`src/rtl/ber_pkg.sv`:
```
// Shared constants, FSM encoding and saturating counter helper for the BER checker.
package ber_pkg;

  localparam int unsigned NB_INPUT    = 8;
  localparam int unsigned OV_SAMP     = 4;
  localparam int unsigned NB_PHASE    = 2;
  localparam int unsigned NB_DELAY    = 9;
  localparam int unsigned DELAY_DEPTH = 1 << NB_DELAY;
  localparam int unsigned NB_WIN      = 9;
  localparam int unsigned WINDOW      = 511;
  localparam int unsigned LOSS_THR    = 32;
  localparam int unsigned NB_COUNT    = 64;

  typedef enum logic [1:0] {
    IDLE   = 2'd0,
    SEARCH = 2'd1,
    LOCKED = 2'd2
  } state_t;

  // Increment when asked, sticking at all-ones instead of wrapping.
  function automatic logic [NB_COUNT-1:0] sat_inc(input logic [NB_COUNT-1:0] value,
                                                  input logic               en);
    return (en && !(&value)) ? value + NB_COUNT'(1) : value;
  endfunction

endpackage

```
`src/rtl/ber_checker_ref_delay_line.sv`:
```
// Reference PRBS history: 512x1 shift register, position 0 newest, tap read combinationally.
module ref_delay_line
  import ber_pkg::*;
(
  input  logic                clock,
  input  logic                i_reset,
  input  logic                i_shift,
  input  logic                i_bit,
  input  logic [NB_DELAY-1:0] i_addr,
  output logic                o_bit
);

  logic [DELAY_DEPTH-1:0] line;

  always_ff @(posedge clock) begin
    if (!i_reset) begin
      line <= '0;
    end else if (i_shift) begin
      line <= {line[DELAY_DEPTH-2:0], i_bit};
    end
  end

  assign o_bit = line[i_addr];

endmodule

```
`config.mk`:
```
export PLATFORM = sky130hd
export DESIGN_NAME = ref_delay_line
export DESIGN_NICKNAME = d
export VERILOG_FILES = /design/src/rtl/ber_pkg.sv /design/src/rtl/ber_checker_ref_delay_line.sv
export SDC_FILE = /design/constraint.sdc
export NUM_CORES = 1
export LEC_CHECK = 0
export CAP_MARGIN = 30
export CORE_ASPECT_RATIO = 1.4
export CORE_MARGIN = 8
export CORE_UTILIZATION = 55
export CTS_BUF_LIST = sky130_fd_sc_hd__clkbuf_4 sky130_fd_sc_hd__clkbuf_8 sky130_fd_sc_hd__clkbuf_16
export DETAILED_ROUTE_END_ITERATION = 16
export PLACE_DENSITY = 0.74
export SLEW_MARGIN = 10
export SYNTH_ARGS = -nofsm -noshare
export SYNTH_HDL_FRONTEND = slang
export SYNTH_SLANG_ARGS = --single-unit
```
`constraint.sdc`:
```
create_clock -name clock -period 2.81 [get_ports clock]
set_input_delay 0.4215 -clock clock [delete_from_list [all_inputs] [get_ports clock]]
set_output_delay 0.4215 -clock clock [all_outputs]
set_load 0.01 [all_outputs]
```
* Yosys cells after proc, flatten, opt, wreduce, memory -nomap -nowiden
Cells that the tools add are included.
Word-level totals: logic and storage cells 4, output and inout bits 1, bits in registers 512, input bits 13
Cells by class: order comparisons 1, mux-type cells 2
Operators by type and width (number):
- $lt 9x10->1 const B | 1
- $bmux 1 s9 | 1
- $mux 1 | 1

* Depth between registers and ports, before layout
Gate-level depths: netlist (run 1).
depth in word-level cells 2, depth in mapped cells 12, depth with buffers taken out 7

* Least setup slack after synthesis (run 1)
OpenSTA, ideal clock, no wires.
path kind input to output, from input i_addr[0], to output o_bit, slack 0.192 ns, cell stages on the path 8, data arrival time 2.197 ns, data required time 2.389 ns, path through buf_6 buf_12 mux4_1 mux4_2 and3_4 nor4_2 a2111o_1 nand4_1
On the way: cells in the longest elaborated chain, start to end 2
RTL lines:
- from (decl) | line ber_checker_ref_delay_line.sv:9 | input logic [NB_DELAY-1:0] i_addr,
- $bmux 1 s9 | line ber_checker_ref_delay_line.sv:23 | assign o_bit = line[i_addr];
- $mux 1 (implied by the code) | line ber_checker_ref_delay_line.sv:23
- to (decl) | line ber_checker_ref_delay_line.sv:10 | output logic o_bit
No other way between the ends. The select of a mux whose other input is x is not followed.

* Final worst setup path (run 1)
from register line[208], to output o_bit
On the way: cells in the longest elaborated chain, start to end 2
RTL lines:
- from (decl) | line ber_checker_ref_delay_line.sv:13 | logic [DELAY_DEPTH-1:0] line;
- from (signal assigned) | line ber_checker_ref_delay_line.sv:19 | line <= {line[DELAY_DEPTH-2:0], i_bit};
- $bmux 1 s9 | line ber_checker_ref_delay_line.sv:23
- $mux 1 (implied by the code) | line ber_checker_ref_delay_line.sv:23
No other way between the ends. The select of a mux whose other input is x is not followed.

==> flow_summary.ini, run 1 <==
[timing]
relSlewSlack_pct = 56.0
rsz0062_at_grt = true
setup_violations = 1
fin_crit_sh_pct = 115
whs_ns = 0.388
slew_viol_final = 0
max_slew.worst_pin.slew_ns = 0.660
worst_slack_ns = -0.417
clock_skew_ns = 0.0239
period_needed_ns = 3.23
hold_viol = 0
fmax_mhz = 310

[clocking]
htreeDepth = 2
cts_tree = done
cts_buffers = 49
clkTransAtPathRegs_ns = 0.06
cts.sinks = 512
worstSkewPairLatency_ns = 0.57
clk_path_buf_depth = 3
cts-hold-fix-buffers = 0
root_buffer = clkbuf_16
cts_setup_buffers = 0

[die]
die_area_sq_mm = 0.0497
row_count = 89
coreArea_sq_mm = 0.0422
start_util_pct = 55.7
die_h_um = 261
die-width_um = 191
io-pin-count = 14

[place]
io_buffers = 13
dpl.cell_count = 2643
dpl.hpwl_mm = 34.5
place_congestion = 0.873

[setup_path]
cpPeakStageDelay_ns = 0.52
endpoint_kind = primary output
rr_worst_depth = 3
cp.depth = 8
worst_path_max_delay_cell = mux4_2
start_kind = register
path_max_fanout = 3
path_buf_inv = 1
critPathArrivalTime_ns = 2.81
cp_common_cell = mux4_2
crit_family = multiplexers
required_ns = 2.39
crit_chain = mux4_2 -> mux4_2 -> nand2_2 -> o311ai_2 -> o211ai_1 -> a221o_1 -> nand4_1 -> buf_2
crit_type = register to primary output

[finish]
regMostFlops = line
largest_reg_flops = 512
insertedDiodeCount = 0
fin_util_pct = 63.4
largest_registers = line x512
layout.cells.non_filler = 2733
fin_nets = 2161
final_layout_size_suffix_gt1_share_pct = 15.5
syn_to_final_growth_pct = 13.8

[outcome]
violations = setup timing
status = finished, violations left

[power]
p_int_w = 0.0120
leakagePower_nw = 10.7
p_sw_w = 0.00331
clock_power_share_pct = 45.7
power_density_mw_per_mm2 = 572
combPwrFrac_pct = 6.9
irDropWorstVdd_uv = 469
p_total_w = 0.0153
power_frac_seq_pct = 47.4
swShare_pct = 21.6

[logic_synthesis]
synth_area_sq_mm = 0.0235
ys_warn_count = 0
syn_nets = 2100
avgSynthCellArea_sq_um = 11.3
seq_area_frac_synth_pct = 43.6
synth.distinct_cells = 44
syn-instance-count = 2087
synth-seq-cells = 512

[grt]
gr-total-overflow = 0
grt_max_degree = 127
grt_pass1_wl_mm = 81.8
grt_pass1_vias = 15500
gr-usage-all-layers_pct = 20.0
antenna_found_initial = 0

[flow_run]
maxCapViolCount = 0

[routing]
drt_iter0_markers = 798
drtAntennaViolNets = 0
vias = 15300
wl_mm = 50.5
vias_per_cell = 5.61
first_pass_iters = 4
drc = 0
wl_per_cell_um = 18.5

[min_path]
holdPathStages = 3
min_path_type = input pin to register
-- synth_stat cells --
cell type,instances,share of area (%)
mux2i_1,627,27
nor2b_1,514,14
dfxtp_1,512,44
clkbuf_1,92,1.5
mux4_2,67,6.4
o221ai_1,58,2.2
buf_1,46,0.73
a21oi_1,34,0.72
o22ai_1,26,0.69
nor2_1,17,0.27
buf_6,11,0.53
nand2_1,11,0.18
buf_2,7,0.15
o21ai_0,7,0.15
buf_12,6,0.51
mux4_1,5,0.56
nand3_1,4,0.085
nor4_1,4,0.11
o2111ai_1,4,0.15
o211ai_1,4,0.13
buf_8,3,0.19
clkinv_1,3,0.048
buf_4,2,0.064
inv_1,2,0.032
nand4_1,2,0.053
a2111o_1,1,0.048
a211o_1,1,0.037
a221o_1,1,0.043
a311oi_1,1,0.037
and2_1,1,0.027
and3_4,1,0.048
mux2_2,1,0.048
nand2b_1,1,0.027
nand3b_1,1,0.032
nor3_1,1,0.021
nor3b_1,1,0.032
nor4_2,1,0.053
nor4b_1,1,0.037
o211a_1,1,0.043
o21a_1,1,0.032
o21ai_1,1,0.021
o311a_1,1,0.043
o311ai_1,1,0.037
o41a_1,1,0.048
-- path summary, 6_finish.rpt --
path	from	endpoint	slack (ns)
setup / recovery	line[208]	o_bit	-0.42
hold / removal	i_shift	line[272]	0.39
setup reg to reg	line[448]	line[448]	2.03
hold reg to reg	line[412]	line[412]	0.53
-- area by class of cell --
type                            instances  area (sq um)
Fill cell                            3272         15400
Inverter                                5          18.8
Timing Repair Buffer                  177          1670
Clock inverter                         12           196
Tap cell                              546           683
Clock buffer                           78          1550
Sequential cell                       512         10300
Multi-Input combinational cell       1403         12400
-- power by group through the flow --
stage / combinational, W / clock [W] / sequential (W)
after floorplan: 0.000796 / 0 / 0.00742
after global placement: 0.00103 / 0 / 0.00742
after detailed placement: 0.00105 / 0 / 0.00742
after CTS: 0.00105 / 0.00716 / 0.00726
after global routing: 0.00111 / 0.00746 / 0.00725
final: 0.00106 / 0.00701 / 0.00726
-- what timing repair did --
item	CTS	global route
pin swaps	3	5
resized for setup	9	6
endpoints found under the setup margin	1	1
hold endpoints to repair	0	0
-- metrics by stage --
| stage | instance area (sq um) | setup TNS (ns) | worst slack, ns |
|---|---|---|---|
| final | 26800 | -0.417 | -0.417 |
| after global routing | 26800 | -0.466 | -0.466 |
| after CTS | 26800 | -0.437 | -0.437 |
| after detailed placement | 25000 | -0.918 | -0.918 |
| after global placement | 25000 | -0.828 | -0.828 |
| after floorplan | 23500 | 0 | 0.192 |
-- per-layer routing --
layer	routed length, um	vias to the layer above	share of wire, %	track usage (%)
met5	0	-	0	0
met4	1420	0	2.8	6.74
met3	1430	87	2.8	2.55
met2	25700	215	51	35.7
met1	21900	7492	43	24.5
li1	-	7534	-	-
-- worst register-to-register path, stage by stage (launching register included) --
cell     delay, ns
dfxtp_1       0.32
buf_4         0.14
mux2i_1       0.14
nor2b_1       0.06
-- cells in the final DEF (no fill, tap or decap), drive strengths merged, types with 5 or more instances in the layout --
master / instances
mux4: 72
clkinv: 6
bufinv: 5
o22ai: 26
dfxtp: 512
buf: 170
a21oi: 34
nand2: 11
clkbuf: 78
o21ai: 8
o221ai: 58
clkdlybuf4s50: 6
nor2: 17
nor4: 5
mux2i: 627
nor2b: 514
-- cells by family after synthesis --
group | after synthesis | synth area share, %
DFF | 512 | 43.6
buffers and inverters | 172 | 3.72
muxes | 700 | 33.7
AOI/OAI and AO/OA | 143 | 4.39
and+or+nand+nor | 560 | 14.6
Power figures use the tool's default switching activity.
==> run 2, diff against run 1 <==
--- a/config.mk
+++ b/config.mk
@@ -5,11 +5,13 @@
 export SDC_FILE = /design/constraint.sdc
 export NUM_CORES = 1
 export LEC_CHECK = 0
+export ABC_AREA = 1
 export CAP_MARGIN = 30
 export CORE_ASPECT_RATIO = 1.4
 export CORE_MARGIN = 8
 export CORE_UTILIZATION = 55
 export CTS_BUF_LIST = sky130_fd_sc_hd__clkbuf_4 sky130_fd_sc_hd__clkbuf_8 sky130_fd_sc_hd__clkbuf_16
+export CTS_CLUSTER_DIAMETER = 120
 export DETAILED_ROUTE_END_ITERATION = 16
 export PLACE_DENSITY = 0.74
 export SLEW_MARGIN = 10
==> run 2 against run 1 <==
The run now ends clean; utilization decreased by 1.9 points; sequential cell count stayed put; non-clock buffer count decreased by 52; die area decreased by 3.6%; clock skew decreased by 0.015 ns; global-route usage is 4.2 points higher; critical path depth is 9 higher; worst hold slack worse by 0.18 ns; area after synthesis fell by 3.9%; sequential share of layout area rose by 2.5 points; clock power shrank 6.1%; largest power group unchanged; highest routed layer unchanged.
==> flow_summary.ini, run 2 <==
[timing]
fmax_mhz = 371
worst_slack_ns = 0.111
max_slew.worst_pin.slew_ns = 0.929
fin_crit_sh_pct = 96.0
slew_viol_final = 0
setup_violations = 0
hold_viol = 0
period_needed_ns = 2.70
rsz0062_at_grt = false
clock_skew_ns = 0.00901
relSlewSlack_pct = 38.1

[finish]
final_layout_size_suffix_gt1_share_pct = 6.48
syn_to_final_growth_pct = 11.1
regMostFlops = line
n_fill_cell = 3696
final_cell_mix = 1024 x nor2_1, 532 x nand2_1, 512 x o21ai_0
insertedDiodeCount = 0
final_common_cell = nor2_1
multi_input_area_sq_mm = 0.0109
largest_reg_flops = 512
layout.cells.non_filler = 3842
fin_util_pct = 61.5
stdcell_area_sq_mm = 0.0251
seq_area_sq_mm = 0.0103
largest_registers = line x512
fin_nets = 3280

[logic_synthesis]
ys_warn_count = 0
syn-instance-count = 3370
avgSynthCellArea_sq_um = 6.71
synth_enable_flop_cells = 0
syn_nets = 3383
synth-seq-cells = 512
synth_commonest_cells = 1024 x nor2_1, 533 x nand2_1, 512 x dfxtp_1, 512 x o21ai_0, 500 x nand3_1
yosysMostFrequentCell = nor2_1
seq_area_frac_synth_pct = 45.3
yosys.area.top_type = dfxtp_1
ys_async_sr_fraction_pct = 0
synth-main-ff-cell = dfxtp_1
yosys.area.top_type_share_pct = 45.3
synth.distinct_cells = 14
synth.area.top_cells = dfxtp_1 45%, nor2_1 17%, o21ai_0 11%
synth_area_sq_mm = 0.0226

[die]
io-pin-count = 14
die_h_um = 256
die_area_sq_mm = 0.0479
die-width_um = 187
start_util_pct = 55.3
coreArea_sq_mm = 0.0408
row_count = 88

[place]
io_buffers = 13
place_ws_ns = -0.386
dpl.cell_count = 3752
place_area_sq_mm = 0.0234
place_congestion = 0.821
dpl.hpwl_mm = 35.5

[setup_path]
crit_type = input pin to primary output
critPathArrivalTime_ns = 2.28
endpoint_kind = primary output
path_max_fanout = 18
start_kind = input pin
required_ns = 2.39
rrSetupSlack_ns = 1.95

[clocking]
worstSkewPairLatency_ns = 0.57
cts-hold-fix-buffers = 0
htreeDepth = 2
cts.sinks = 512
cts_tree = done
clk_path_buf_depth = 3
root_buffer = clkbuf_16
cts_buffers = 49
clkTransAtPathRegs_ns = 0.06

[outcome]
status = finished, final reports clean

[power]
irDropWorstVdd_uv = 543
swShare_pct = 26.5
p_total_w = 0.0167
combPwrFrac_pct = 12.1
p_sw_w = 0.00441
p_int_w = 0.0122
leakagePower_nw = 10.5
power_density_mw_per_mm2 = 663
power_frac_seq_pct = 48.4
clock_power_share_pct = 39.5

[flow_run]
maxCapViolCount = 0

[routing]
drc = 0
wl_per_cell_um = 15.9
drtAntennaViolNets = 0
vias = 21800
first_pass_iters = 5
wl_mm = 61.2
drt_iter0_markers = 2249
vias_per_cell = 5.66

[grt]
grt_max_degree = 210
gr-usage-all-layers_pct = 24.2
grt_pass1_wl_mm = 99.6
antenna_found_initial = 0
grt_pass1_vias = 20100
gr-total-overflow = 0

[min_path]
min_path_type = input pin to register
-- run 2: cell types whose count changed in the layout (fill, tap and decap cells not counted), moves of 58 or more --
cell,change
nor2_1,+1007
mux2i_1,-627
nand2_1,+523
nor2b_1,-514
o21ai_0,+505
nand3_1,+494
buf_4,-81
mux4_2,-72
o221ai_1,-58
-- run 2: cell type report --
type | instances | area share, %
clock buffers | 74 | 6.00
clock inverters | 12 | 0.364
inverters | 10 | 0.229
multi-input cells | 2569 | 43.5
flip-flops and latches | 512 | 40.8
well taps | 540 | 2.69
repair buffers | 125 | 6.45
-- run 2: worst paths after layout --
check / cells past startpoint / start / end
hold reg to reg: 2 / line[466] / line[467]
setup / recovery: 17 / i_addr[0] / o_bit
setup reg to reg: 2 / line[239] / line[240]
hold / removal: 3 / i_shift / line[10]
-- run 2: critical path, cell delays in order --
cell and delay (ns):
clkbuf_8 0.15, inv_8 0.12, buf_12 0.18, buf_12 0.15
nand2_1 0.05, nand3_1 0.07, nand3_1 0.15, nand3_1 0.11
nand3_1 0.11, nand3_2 0.13, nand2_1 0.09, nand2_1 0.07
nand3_1 0.07, nand2_1 0.07, nand2_1 0.04, nand2_1 0.11
clkbuf_2 0.15
-- run 2: logic make-up (layout without fill, tap and decap cells) --
group	Yosys count	in the layout	share of synthesized area, %
buffers and inverters	289	221	6.41
AO/OA/AOI/OAI	512	512	11.3
flip-flops	512	512	45.3
AND/OR/NAND/NOR	2057	2057	36.9
-- run 2: what timing repair did --
action,4_1_cts,5_1_grt
setup endpoints to repair,1,1
buffers inserted,0,1
pin swaps,0,0
gates resized for setup,10,7
hold endpoints to repair,0,0
cloned,0,3
-- run 2: metal layers --
layer  GRT usage, %  share of wire (%)  vias to the layer above  wire length [um]
met2           41.3                 48                      720             29200
met3           3.07                6.4                      138              3890
met5              0                  0                        -                 0
met4           10.3                3.8                        0              2300
li1               -                  -                    10700                 -
met1           30.3                 42                    10200             25700
-- run 2: stage by stage --
step | hold WS, ns | setup TNS, ns
2_1_floorplan | 0.472 | 0
3_3_place_gp | 0.480 | -0.434
3_5_place_dp | 0.490 | -0.386
4_1_cts | 0.181 | 0
5_1_grt | 0.213 | 0
6_report | 0.210 | 0
-- run 2: power groups by stage --
stage	clock, W	sequential [W]	combinational [W]
final	0.00658	0.00806	0.00202
after global routing	0.00694	0.00812	0.00226
after CTS	0.00668	0.00805	0.00199
after detailed placement	0	0.00821	0.00197
after global placement	0	0.00819	0.00192
after floorplan	0	0.00811	0.00144
